**src/rtl/input_pkg.sv**
```systemverilog
// Shared definitions for the button/switch input front end: debounce FSM
// state encoding and the default sizing parameters.
package input_pkg;

    localparam int DATA_W_DEF          = 18;
    localparam int DEBOUNCE_CYCLES_DEF = 500000;
    localparam int CNT_W_DEF           = 20;

    typedef enum logic [1:0] {
        SOLTO       = 2'd0,
        CONF_PRESS  = 2'd1,
        PRESSIONADO = 2'd2,
        CONF_SOLTA  = 2'd3
    } deb_state_t;

    // The clean level is high while the press is accepted, including while a release is being confirmed.
    function automatic logic is_pressed(input deb_state_t s);
        return (s == PRESSIONADO) || (s == CONF_SOLTA);
    endfunction

endpackage

```
**src/rtl/sync_2ff.sv**
```systemverilog
// Generic two-flop synchroniser for asynchronous inputs; resets to all zeros.
module sync_2ff #(
    parameter int W = 1
) (
    input  logic         clock,
    input  logic         reset,
    input  logic [W-1:0] i_d,
    output logic [W-1:0] o_q
);

    logic [W-1:0] r_meta;
    logic [W-1:0] r_sync;

    // Two-stage synchronisation chain with synchronous active-low reset.
    always_ff @(posedge clock) begin
        if (!reset) begin
            r_meta <= {W{1'b0}};
            r_sync <= {W{1'b0}};
        end else begin
            r_meta <= i_d;
            r_sync <= r_meta;
        end
    end

    assign o_q = r_sync;

endmodule

```
**src/rtl/input_debounce.sv**
```systemverilog
// Synchronises the KEY button and switches, debounces the button, and captures
// the switch word on a confirmed press while an input instruction is active.
module input_debounce
    import input_pkg::*;
#(
    parameter int DATA_W          = DATA_W_DEF,
    parameter int DEBOUNCE_CYCLES = DEBOUNCE_CYCLES_DEF,
    parameter int CNT_W           = CNT_W_DEF
) (
    input  logic              clock,
    input  logic              reset,
    input  logic              btn_raw,
    input  logic [DATA_W-1:0] switch_raw,
    input  logic              escreveInput,
    output logic              btn_limpo,
    output logic              btn_pulso,
    output logic [DATA_W-1:0] switch_sync,
    output logic [DATA_W-1:0] dado,
    output logic              dado_valido
);

    localparam logic [CNT_W-1:0] CNT_LAST = CNT_W'(DEBOUNCE_CYCLES - 1);
    localparam logic [CNT_W-1:0] CNT_MAX  = {CNT_W{1'b1}};
    localparam logic [CNT_W-1:0] CNT_ONE  = {{(CNT_W-1){1'b0}}, 1'b1};

    logic              w_btn_s;
    logic [DATA_W-1:0] w_switch_sync;

    deb_state_t        r_state;
    deb_state_t        w_state_next;
    logic [CNT_W-1:0]  r_cnt;
    logic [CNT_W-1:0]  w_cnt_next;
    logic              w_press;

    logic              r_limpo;
    logic              r_pulso;
    logic [DATA_W-1:0] r_dado;
    logic              r_valido;

    // KEY is active-low; invert before synchronising so btn_s is 1 when pressed.
    sync_2ff #(.W(1)) u_sync_btn (
        .clock (clock),
        .reset (reset),
        .i_d   (~btn_raw),
        .o_q   (w_btn_s)
    );

    sync_2ff #(.W(DATA_W)) u_sync_sw (
        .clock (clock),
        .reset (reset),
        .i_d   (switch_raw),
        .o_q   (w_switch_sync)
    );

    // Debounce next-state and saturating stability counter.
    always_comb begin
        w_state_next = r_state;
        w_cnt_next   = r_cnt;
        case (r_state)
            SOLTO: begin
                if (w_btn_s) begin
                    w_state_next = CONF_PRESS;
                end else begin
                    w_state_next = SOLTO;
                end
            end
            CONF_PRESS: begin
                if (!w_btn_s) begin
                    w_state_next = SOLTO;
                end else if (r_cnt == CNT_LAST) begin
                    w_state_next = PRESSIONADO;
                end else begin
                    w_state_next = CONF_PRESS;
                end
            end
            PRESSIONADO: begin
                if (!w_btn_s) begin
                    w_state_next = CONF_SOLTA;
                end else begin
                    w_state_next = PRESSIONADO;
                end
            end
            CONF_SOLTA: begin
                if (w_btn_s) begin
                    w_state_next = PRESSIONADO;
                end else if (r_cnt == CNT_LAST) begin
                    w_state_next = SOLTO;
                end else begin
                    w_state_next = CONF_SOLTA;
                end
            end
            default: begin
                w_state_next = SOLTO;
            end
        endcase

        if (w_state_next != r_state) begin
            w_cnt_next = {CNT_W{1'b0}};
        end else if (((r_state == CONF_PRESS) || (r_state == CONF_SOLTA)) && (r_cnt != CNT_MAX)) begin
            w_cnt_next = r_cnt + CNT_ONE;
        end else begin
            w_cnt_next = r_cnt;
        end
    end

    assign w_press = (r_state == CONF_PRESS) && (w_state_next == PRESSIONADO);

    // State, counter, registered outputs and switch capture.
    always_ff @(posedge clock) begin
        if (!reset) begin
            r_state  <= SOLTO;
            r_cnt    <= {CNT_W{1'b0}};
            r_limpo  <= 1'b0;
            r_pulso  <= 1'b0;
            r_dado   <= {DATA_W{1'b0}};
            r_valido <= 1'b0;
        end else begin
            r_state  <= w_state_next;
            r_cnt    <= w_cnt_next;
            r_limpo  <= is_pressed(w_state_next);
            r_pulso  <= w_press;
            r_valido <= w_press && escreveInput;
            if (w_press && escreveInput) begin
                r_dado <= w_switch_sync;
            end else begin
                r_dado <= r_dado;
            end
        end
    end

    assign btn_limpo   = r_limpo;
    assign btn_pulso   = r_pulso;
    assign switch_sync = w_switch_sync;
    assign dado        = r_dado;
    assign dado_valido = r_valido;

endmodule

```
**config.mk**
```make
export PLATFORM = sky130hd
export DESIGN_NAME = input_debounce
export DESIGN_NICKNAME = d
export VERILOG_FILES = /design/src/rtl/input_pkg.sv /design/src/rtl/sync_2ff.sv /design/src/rtl/input_debounce.sv
export SDC_FILE = /design/constraint.sdc
export NUM_CORES = 1
export LEC_CHECK = 0
export ABC_AREA = 1
export CORE_UTILIZATION = 55
export DETAILED_ROUTE_END_ITERATION = 8
export PLACE_DENSITY = 0.83
export SETUP_SLACK_MARGIN = 0.1
export SLEW_MARGIN = 0
export SYNTH_ARGS = -nofsm -noshare
export SYNTH_HDL_FRONTEND = slang
export SYNTH_SLANG_ARGS = --single-unit
```
**constraint.sdc**
```tcl
create_clock -name clock -period 3.3 [get_ports clock]
set_input_delay 0.66 -clock clock [delete_from_list [all_inputs] [get_ports clock]]
set_output_delay 0.66 -clock clock [all_outputs]
set_load 0.01 [all_outputs]
```
# Yosys cells after proc, flatten, opt, wreduce, memory -nomap -nowiden
# Index checks and enable logic that the tools add are counted.
[word_totals] reg_bits=81 inputBits=22 output_inout_bits=39 wordCells=35
[classes] n_addsub=1 n_eq_ne=8 muxes=7 bitwise_logic=2 reduce_logical=7
[op_table] cell="$add 20x1->20 const B" count=1
[op_table] cell="$eq 20x19->1 const B" count=1
[op_table] cell="$ne 20x20->1 const B" count=1
[op_table] cell="$eq 2x2->1 const B" count=4
[op_table] cell="$mux 2" count=4
[op_table] cell="$pmux 2 s4" count=1
[op_table] cell="$logic_and 1x1->1" count=3
[op_table] cell="$eq 2x1->1 const B" count=1
[op_table] cell="$logic_not 2->1" count=1
[op_table] cell="$logic_or 1x1->1" count=2
[op_table] cell="$mux 1" count=2
[op_table] cell="$ne 2x2->1" count=1
[op_table] cell="$not 1->1" count=2
[op_table] cell="$reduce_or 2->1" count=1

# Logic depth before layout (Yosys ltp)
# Gate-level depths: netlist of the first run.
[depth] word_depth=7 mapped_depth=12 ltp_nobuf=12

# Cells and area by module
# A second synthesis of the first run with hierarchy kept.
[hier_totals] hier_cells=479 hier_area_um2=3394.5
[modules_own_cells] module="input_debounce" instances=1 cells_per_inst=361 area_per_inst_um2=2307.2 seq_area_each_um2=840.8
[modules_own_cells] module="sync_2ff (u_sync_sw)" instances=1 cells_per_inst=112 area_per_inst_um2=1032.2 seq_area_each_um2=720.7
[modules_own_cells] module="sync_2ff (u_sync_btn)" instances=1 cells_per_inst=6 area_per_inst_um2=55.1 seq_area_each_um2=40.0

# Least setup slack after synthesis of the first run
# No wires, ideal clock.
[synth_timing] path_type="reg-to-reg" start="register r_cnt[0]" end="register r_cnt[13]" setup_time_ps=114 arrival_time_ps=1528 required_ps=3186 path_slack_ps=1658 path_stages_with_launch=10 path_buffers=1 period_less_slack_ps=1642 path_cell_list="dfxtp_1 -> ha_1 -> nand3_2 -> nor2_4 -> nand3_2 -> nand2_1 -> nand2_1 -> nand2_4 -> buf_6 -> nor2_1"
[synth_via] elab_chain_cells=6 elab_cells_between_ends=11 classes_between="1 x add/sub; 3 x eq/ne; 5 x mux; 2 x reduce/logical"
[synth_lines] element="start: declaration" line_no="input_debounce.sv:31" rtl="logic [CNT_W-1:0] r_cnt;"
[synth_lines] element="start signal: assignment" line_no="input_debounce.sv:112" rtl="r_cnt <= {CNT_W{1'b0}};"
[synth_lines] element="start signal: assignment" line_no="input_debounce.sv:119" rtl="r_cnt <= w_cnt_next;"
[synth_lines] element="$eq 20x19->1" line_no="input_debounce.sv:70, input_debounce.sv:86"
[synth_lines] element="$mux 2 (on tied branches)" line_no="input_debounce.sv:86, input_debounce.sv:70"
[synth_lines] element="$mux 2 (on tied branches)" line_no="input_debounce.sv:84, input_debounce.sv:68"
[synth_lines] element="$pmux 2 s4" line_no="input_debounce.sv:59" rtl="case (r_state)"
[synth_lines] element="$ne 2x2->1" line_no="input_debounce.sv:97" rtl="if (w_state_next != r_state) begin"
[synth_lines] element="$reduce_or 2->1 (no line)"
# Several ways; a longest one is shown, not always the timed one.
# A chain may end at the register's enable or synchronous reset.

==> metrics.md, run 1 <==
| Metric | Value |
|---|---|
| H-tree levels | 3 |
| Longest Clk Path Bufs | 2 |
| Synth Register Bits | 80 |
| Syn. warnings | 0 |
| Outcome | finished clean |
| Overall Global Routing Usage | 0.246 |
| Yosys top cell area share | 0.466 |
| Simple-Gate Fraction of Synth Area | 0.353 |
| Cells taking the most area after synthesis | dfxtp_1, nand2_1, nor2_1 |
| Die Y | ~81 microns |
| Post-CTS setup buffers | 0 |
| Max-cap viol count | 0 |
| CTS tree | yes |
| Total power | 1.93 mW |
| Vias per cell | about 4.7 |
| Yosys cell types | 28 |
| Final core occ | 0.717 |
| I/O Pins | 61 |
| Worst-path maximum fanout | 7 |
| Seq/Total Area, Yosys | 0.466 |
| Post-synthesis xor/xnor area fraction | 0.0255 |
| DR WL/cell | around 12 microns |
| Final setup margin | 1.25 ns |
| WS Path Type | reg -> out |
| Fin crit period | just over 2 ns |
| Vias post-DR | roughly 3k |
| Post-Route WL | 7380 microns |
| Netlist Area Pre-Place | approximately 3400 sq um |
| Post-CTS resize count | 0 |
| Total leakage power | ~2 nW |
| CTS root buffer | clkbuf_8 |
| Critical Path End Type | output port |
| Multiplexer area fraction after synthesis | 0 |
| Nets | roughly 570 |
| Synth Area in Adders | 0.00364 |
| Buf+Inv Stages, Crit Path | 1 |
| Wire length of the first global-routing pass | approximately 12000 microns |
| Worst Hold Margin | approximately 0.4 ns |
| FP Rows | 28 |
| Synth Area in Compound Gates | 0.0368 |
| Crit-path max cell delay | ~0.58 ns |
| Worst Clk Skew | between 0.01 and 0.015 ns |
| Grt ovf | 0 |
| Area leader, netlist | dfxtp_1 |
| Final hold vios | 0 |
| CP Data Required Time | about 2.6 ns |
| Die Width | approximately 81 microns |
| Share of cells above drive strength 1 | 0.0873 |
| Final Wtd Congestion | approximately 0.91 |
| Delay-heaviest family, CP | buffers and inverters |
| Most frequent cells in the layout | nand2_1, dfxtp_1, nor2_1, inv_1, clkdlybuf4s50_1 |
| Latest clock arrival within the worst-skew pair | around 0.36 ns |
| F_max | ~490 MHz |
| Syn Inst Count | 485 |
| DP Worst Slack | between 1 and 1.5 ns |
| Number of remaining DRC errors | 0 |
| DP HPWL | 5140 microns |
| Worst Tran Pin Value | between 0.7 and 0.8 ns |
| Worst Setup Start Kind | flop |
| Clock sink count | 80 |
| Final Max Tran Viols | 0 |
| CP cell instances | clkdlybuf4s50_1 |
| Core Area | 5960 sq um |
| Leading cell type in the layout, fill and taps excluded | nand2_1 |
| Vias in the first global route | around 2.9k |
| First-pass DRT Iterations | 4 |
| Slew headroom | 0.530 |
| Initial Util | 0.577 |
| Register-to-register setup slack | 1.39 ns |
| Power density over the cells | approximately 450 nW/um^2 |
| DRT iter0 DRCs | around 220 |
| Port Buffers | 60 |
| Ant diodes | 0 |
| Post-CTS Hold Buffers | 0 |
| Syn_nets | between 500 and 600 |
| Max VDD drop | between 0.0004 and 0.0005 V |
| Hold Crit Class | reg -> reg |
| Final setup vio count | 0 |
| Initial antenna violation count | 0 |
| Area Growth Syn to Fin | 24.3% |
| Pin count of the biggest net entering global routing | 42 |
| Die area | 6560 sq um |
| Clock buffer count from CTS | 9 |
| Fin crit share | 0.622 |
| Routed Antenna Nets | 0 |
| Clk slew on worst S/H paths | 0.09 ns |
| Combinational family with the most area after synthesis | simple AND/OR/NAND/NOR gates |
| Crit-path slowest cell | clkdlybuf4s50_1 |
| Total negative slack | 0 ns |
| CP arrival | between 1 and 1.5 ns |
| Avg Inst Size Synth | between 7 and 8 sq um |
| Setup repair after global routing missed its margin | false |
[cell usage after synthesis]
cell	n
ha_1	1
a21oi_2	9
xnor2_1	4
buf_8	1
buf_1	1
a21oi_1	6
nand4_4	1
nand3_2	2
buf_6	5
nand2_1	169
o21bai_1	1
nor2_1	79
o21ai_0	2
nor3_1	2
nand2_2	4
nand2_4	3
xor2_1	6
nand4_1	2
clkbuf_1	3
inv_1	77
nand3_1	12
nor2_4	5
buf_2	2
inv_2	2
nor3_2	1
nor2_2	3
nand3b_1	2
dfxtp_1	80
[routing by layer]
layer  wire (microns)  global-route usage  vias up  part of all wire
met4              129               0.116        0             0.017
met2             3570               0.416       73              0.48
met1             3130               0.262     1311              0.42
met3              545               0.107       12             0.074
li1                 -                   -     1546                 -
met5                0                   0        -                 0
[final timing paths]
path	from	to	cells past startpoint
max	r_state[1]$_SDFF_PN0_	btn_limpo	1
min	u_sync_sw.r_meta[8]$_SDFF_PN0_	u_sync_sw.o_q[8]$_SDFF_PN0_	2
max reg2reg	r_cnt[0]$_SDFFE_PP0P_	dado[2]$_SDFFE_PN0P_	9
min reg2reg	u_sync_sw.r_meta[8]$_SDFF_PN0_	u_sync_sw.o_q[8]$_SDFF_PN0_	2
[per-stage QoR]
step	std cells	instance area, sq um
final	625	4270
after detailed placement	609	4040
after global placement	609	4040
after floorplan	485	3430
after global routing	625	4270
after CTS	625	4270
[cell families after synthesis]
logic type,Yosys count
buf+inv,91
fa+ha+maj,1
simple gates,285
xor+xnor,10
flops,80
compound gates,18
[state kept, by name (all words and copies together) (netlist names)]
name,cells
u_sync_sw.o_q,18
dado_valido,1
r_state,2
btn_pulso,1
u_sync_btn.r_meta,1
r_cnt,20
dado,18
u_sync_sw.r_meta,18
u_sync_btn.o_q,1
[final cells by class]
cell class	count	area, sq um
Fill cell	451	1690
Clock buffer	10	138
Tap cell	75	93.8
Multi-Input combinational cell	314	1440
Clock inverter	6	97.6
Inverter	79	297
Sequential cell	80	1600
Timing Repair Buffer	61	603
[where the power goes]
part	total, mW	switching (mW)	internal [mW]
clock network	0.846	0.387	0.459
logic	0.0923	0.0460	0.0463
registers	0.996	0.00927	0.987
total	1.93	0.442	1.49
Note: power is estimated with default switching activity, not from simulation.
==> run 2: changes to the inputs <==
CORE_UTILIZATION = 47   (was 55)
PLACE_DENSITY = 0.75   (was 0.83)
clock period = 1.8 ns   (was 3.3 ns; I/O delays follow)
==> run 2 against run 1 <==
Clock power rose by 63%. Critical endpoint unchanged. Routed wire length down 2.3%. First-iteration DRC count decreased by 18%. Sequential cell count stayed put. Total power up 76%. Hold slack worse by 0.033 ns. Final cell count rose by 5.1%. Largest cell class unchanged.
==> metrics.md, run 2 (synthesis gave the netlist of run 1 again) <==
| Metric | Value |
|---|---|
| I/O Pins | slightly above 60 |
| Sequential Power Share | 0.537 |
| Nets | 579 |
| Share of cells above drive strength 1 | 0.125 |
| Buf+Inv Stages, Crit Path | 1 |
| Core Area | 6940 sq um |
| Pin count of the biggest net entering global routing | 35 |
| Power Internal | between 2 and 3 mW |
| Delay-heaviest family, CP | buffers and inverters |
| FF+latch area | around 1600 sq um |
| Total negative slack | 0 ns |
| Number of remaining DRC errors | 0 |
| Worst Setup Start Kind | flop |
| Net switching power | a little under 800 uW |
| Overall Global Routing Usage | 0.206 |
| Final setup margin | roughly 0.13 ns |
| Area Growth Syn to Fin | 29.0% |
| CP arrival | between 1 and 1.5 ns |
| WS Path Type | reg -> out |
| Placed Cells | about 640 |
| DRT iter0 DRCs | 178 |
| First-pass DRT Iterations | 4 |
| Post-CTS Hold Buffers | 0 |
| Hold Crit Class | in -> reg |
| Worst Clk Skew | roughly 0.009 ns |
| Vias post-DR | about 3k |
| FP Rows | 30 |
| Flip-flop count of the largest register after layout | 20 |
| Worst Setup SP | r_state[1]$_SDFF_PN0_ |
| Outcome | finished clean |
| CTS tree | yes |
| Hold path startpoint | reset |
| DP Worst Slack | around 0.056 ns |
| DP HPWL | around 5100 microns |
| CP Data Required Time | roughly 1.4 ns |
| Total power | ~3.4 mW |
| Fin crit share | 0.925 |
| Reg2reg start | r_cnt[1]$_SDFFE_PP0P_ |
| Final Wtd Congestion | slightly above 0.9 |
| Vias in the first global route | roughly 2.7k |
| Largest Register | r_cnt |
| Max-cap viol count | 0 |
| Clock buffer count from CTS | 9 |
| Setup repair after global routing missed its margin | true |
| Crit-path slowest cell | clkdlybuf4s50_1 |
| Clock sink count | 80 |
| Crit-path max cell delay | between 0.5 and 0.6 ns |
| Routed Antenna Nets | 0 |
| Grt ovf | 0 |
| Die Width | a little under 90 microns |
| Port Buffers | 60 |
| Post-Route WL | 7210 microns |
| Most frequent cells in the layout | nand2_1, inv_1, nor2_1, dfxtp_1, clkdlybuf4s50_1 |
| Area of the multi-input gates | ~1500 sq um |
| F_max | 600 MHz |
| Worst path depth | 1 |
| Clk slew on worst S/H paths | roughly 0.090 ns |
| Vias per cell | between 4 and 5 |
| Wire length of the first global-routing pass | 12100 microns |
| Power density over the cells | 768 nW/um^2 |
| Total leakage power | around 2.1 nW |
| Gate power share | 0.057 |
| Min-Delay Path Depth | 3 |
| Critical Path End Type | output port |
| Fin crit period | about 1.7 ns |
| DR WL/cell | ~11 microns |
| CTS root buffer | clkbuf_8 |
| Worst-path maximum fanout | 7 |
| Latest clock arrival within the worst-skew pair | around 0.36 ns |
| Die area | approximately 7700 sq um |
| Reg2Reg Depth | 9 |
| Initial antenna violation count | 0 |
| Clock share of power | 0.406 |
| Leading cell type in the layout, fill and taps excluded | nand2_1 |
| Final hold vios | 0 |
| Final setup vio count | 0 |
| CP cell instances | clkdlybuf4s50_1 |
| Longest Clk Path Bufs | 2 |
| Slew headroom | 0.700 |
| H-tree levels | 3 |
| Sw frac | 0.233 |
| Ant diodes | 0 |
| Final Max Tran Viols | 0 |
| Initial Util | 0.495 |
| Max VDD drop | approximately 0.00068 V |
| Final core occ | 0.638 |
| Filler cells | approximately 600 |
| Worst Tran Pin Value | ~0.45 ns |
| Fin cells | roughly 660 |
| Die Y | 87.5 microns |
-- run 2: power groups by stage --
stage	Combinational, mW	Sequential, mW	Clock (mW)
6_report	0.194	1.83	1.38
3_3_place_gp	0.183	1.87	0
2_1_floorplan	0.0793	1.87	0
3_5_place_dp	0.188	1.87	0
4_1_cts	0.196	1.83	1.41
5_1_grt	0.214	1.83	1.49
-- run 2: worst paths after layout --
check	to	slack, ns
worst max-delay path	btn_limpo	0.13
worst min-delay path	u_sync_sw.o_q[17]$_SDFF_PN0_	0.38
worst max register to register	r_cnt[1]$_SDFFE_PP0P_	0.23
worst min register to register	u_sync_sw.o_q[9]$_SDFF_PN0_	0.42
-- run 2: area by class of cell --
cell class                 count  area share
timing repair buffer          72       0.163
clock inverter                 6      0.0169
tap                           96      0.0271
clock buffer                  10      0.0311
multi-input combinational    314       0.331
sequential                    80       0.363
inverter                      79      0.0669
-- run 2: what timing repair did --
action	CTS	global route
pin swaps	0	0
setup endpoints to repair	32	38
setup buffers	4	0
gates resized for setup	2	11
-- run 2: per-layer routing --
layer | wire (microns) | vias up | GRT usage
li1 | - | 1566 | -
met1 | 3210 | 1293 | 0.234
met2 | 3380 | 61 | 0.341
met3 | 520 | 10 | 0.0967
met4 | 95 | 0 | 0.0656
met5 | 0 | - | 0
-- run 2: through the flow --
step / area, sq um / hold WS [ns]
after floorplan: 3430 / 0.390
after global placement: 4140 / 0.391
after detailed placement: 4140 / 0.400
after CTS: 4400 / 0.367
after global routing: 4430 / 0.372
final: 4430 / 0.377
==> run 3: changes to the inputs <==
GPL_ROUTABILITY_DRIVEN = 0   (was unset)
==> run 3 against run 2 <==
Final cell count is 0.30% lower. Total power is 2.5% higher. Clock power is 7% higher. Sequential cell count stayed put. Via count is 0.14% lower. First-iteration DRC count is 32% lower. Critical path type unchanged.
==> metrics.md, run 3 (synthesis gave the netlist of run 1 again) <==
| Metric | Value |
|---|---|
| Final core occ | 0.637 |
| Outcome | finished clean |
| Leading cell type in the layout, fill and taps excluded | nand2_1 |
| F_max | between 600 and 700 MHz |
| Longest Clk Path Bufs | 2 |
| Overall Global Routing Usage | 0.199 |
| Critical Path End Type | output port |
| Vias per cell | 4.47 |
| Post-CTS Hold Buffers | 0 |
| Latest clock arrival within the worst-skew pair | 0.35 ns |
| Clk slew on worst S/H paths | 0.09 ns |
| Final setup vio count | 0 |
| Worst Clk Skew | between 0.01 and 0.015 ns |
| Final Max Tran Viols | 0 |
| Die Width | about 87 microns |
| Total leakage power | about 2.0 nW |
| Worst-path maximum fanout | 7 |
| Number of remaining DRC errors | 0 |
| Final hold vios | 0 |
| Register-to-register setup slack | roughly 0.23 ns |
| Post-Route WL | 6950 microns |
| DRT iter0 DRCs | 121 |
| Design Area, Final | 4420 sq um |
| Crit-path max cell delay | between 0.5 and 0.6 ns |
| Max-cap viol count | 0 |
| Hold Path End | u_sync_sw.o_q[5]$_SDFF_PN0_ |
| Initial Util | 0.495 |
| Share of cells above drive strength 1 | 0.113 |
| CP arrival | ~1.3 ns |
| Port Buffers | 60 |
| WS Path Type | reg -> out |
| Grt ovf | 0 |
| Fin crit period | 1.63 ns |
| Die Y | just under 90 microns |
| Most frequent cells in the layout | nand2_1, nor2_1, inv_1, dfxtp_1, clkdlybuf4s50_1 |
| Delay-heaviest family, CP | buffers and inverters |
| I/O Pins | slightly above 60 |
| Min-Delay Path Depth | 3 |
| CTS root buffer | clkbuf_8 |
| Core Area | roughly 6900 sq um |
| DR WL/cell | about 11 microns |
| Slew headroom | 0.686 |
| Initial antenna violation count | 0 |
| Die area | 7650 sq um |
| Clock sink count | 80 |
| FP Rows | 30 |
| Reg2reg start | r_cnt[1]$_SDFFE_PP0P_ |
| Area Growth Syn to Fin | 28.8% |
| Buf+Inv Stages, Crit Path | 1 |
| Fin crit share | 0.908 |
| Max VDD drop | between 0.0005 and 0.0006 V |
| Clock buffer count from CTS | 9 |
| Hold path startpoint | reset |
| CP Data Required Time | between 1 and 1.5 ns |
| Total negative slack | 0 ns |
| Routed Antenna Nets | 0 |
| Reg2Reg Depth | 8 |
| Flip-flop count of the largest register after layout | 20 |
| Hold Crit Class | in -> reg |
| Nets | between 500 and 600 |
| Setup repair after global routing missed its margin | false |
| Final setup margin | between 0.15 and 0.2 ns |
| Vias post-DR | 2926 |
| First-pass DRT Iterations | 4 |
| Crit Reg-Reg Endpoint | dado[5]$_SDFFE_PN0P_ |
| DP HPWL | about 5000 microns |
| CTS tree | yes |
| DP Worst Slack | between 0.1 and 0.15 ns |
| Crit-path slowest cell | clkdlybuf4s50_1 |
| Vias in the first global route | roughly 2.7k |
| Wire length of the first global-routing pass | 11700 microns |
| Largest Register | r_cnt |
| Pin count of the biggest net entering global routing | 24 |
| H-tree levels | 3 |
| Worst Setup Start Kind | flop |
| Placed cell area | approximately 4100 sq um |
| Ant diodes | 0 |
| Worst Tran Pin Value | around 0.47 ns |
| Power density over the cells | around 790 nW/um^2 |
| CP cell instances | clkdlybuf4s50_1 |
[run 3: cell count changes in the layout (fill, tap and decap cells not counted), sizes merged]
cell,change
clkinv,-2
clkinvlp,-1
bufinv,+1
buf,-1
inv,+1
[run 3: how the worst max path moves through the flow]
stage / start / to / slack [ns] / cells past startpoint
after floorplan: r_cnt[0]$_SDFFE_PP0P_ / r_cnt[13]$_SDFFE_PP0P_ / 0.16 / 9
after global placement: r_cnt[0]$_SDFFE_PP0P_ / r_cnt[18]$_SDFFE_PP0P_ / 0.18 / 9
after detailed placement: r_cnt[0]$_SDFFE_PP0P_ / r_cnt[10]$_SDFFE_PP0P_ / 0.10 / 9
after CTS: r_cnt[0]$_SDFFE_PP0P_ / dado[13]$_SDFFE_PN0P_ / 0.11 / 9
after global routing: r_cnt[18]$_SDFFE_PP0P_ / dado[8]$_SDFFE_PN0P_ / 0.10 / 7
final: r_state[1]$_SDFF_PN0_ / btn_limpo / 0.17 / 1
[run 3: power breakdown]
group / switching (mW) / total (mW) / internal, mW
Combinational: 0.0890 / 0.188 / 0.0990
Sequential: 0.0171 / 1.83 / 1.81
Clock: 0.647 / 1.47 / 0.826
Total: 0.754 / 3.49 / 2.73
[run 3: cell type report]
cell class / instances / area (sq um)
Clock buffer: 10 / 138
Sequential cell: 80 / 1610
Multi-Input combinational cell: 314 / 1480
Inverter: 79 / 297
Fill cell: 610 / 2520
Timing Repair Buffer: 71 / 703
Clock inverter: 5 / 86.3
Tap cell: 96 / 120
[run 3: what timing repair did]
item                                    4_1_cts  5_1_grt
pin swaps                                     0        1
buffers inserted                              3        1
resized for setup                             1        8
endpoints found under the setup margin        3       38
[run 3: stage by stage]
step                hold slack, ns  std cells  power (mW)
floorplan                    0.390        485        1.95
global placement             0.392        636        2.04
detailed placement           0.395        636        2.05
CTS                          0.392        654        3.53
global route                 0.424        655        3.63
finish                       0.412        655        3.49
[run 3: metal layers]
metal | part of all wire | wire length (microns) | global-route usage
met1 | 0.46 | 3190 | 0.243
met3 | 0.071 | 490 | 0.0673
met2 | 0.46 | 3200 | 0.319
met4 | 0.010 | 71 | 0.0879
met5 | 0 | 0 | 0
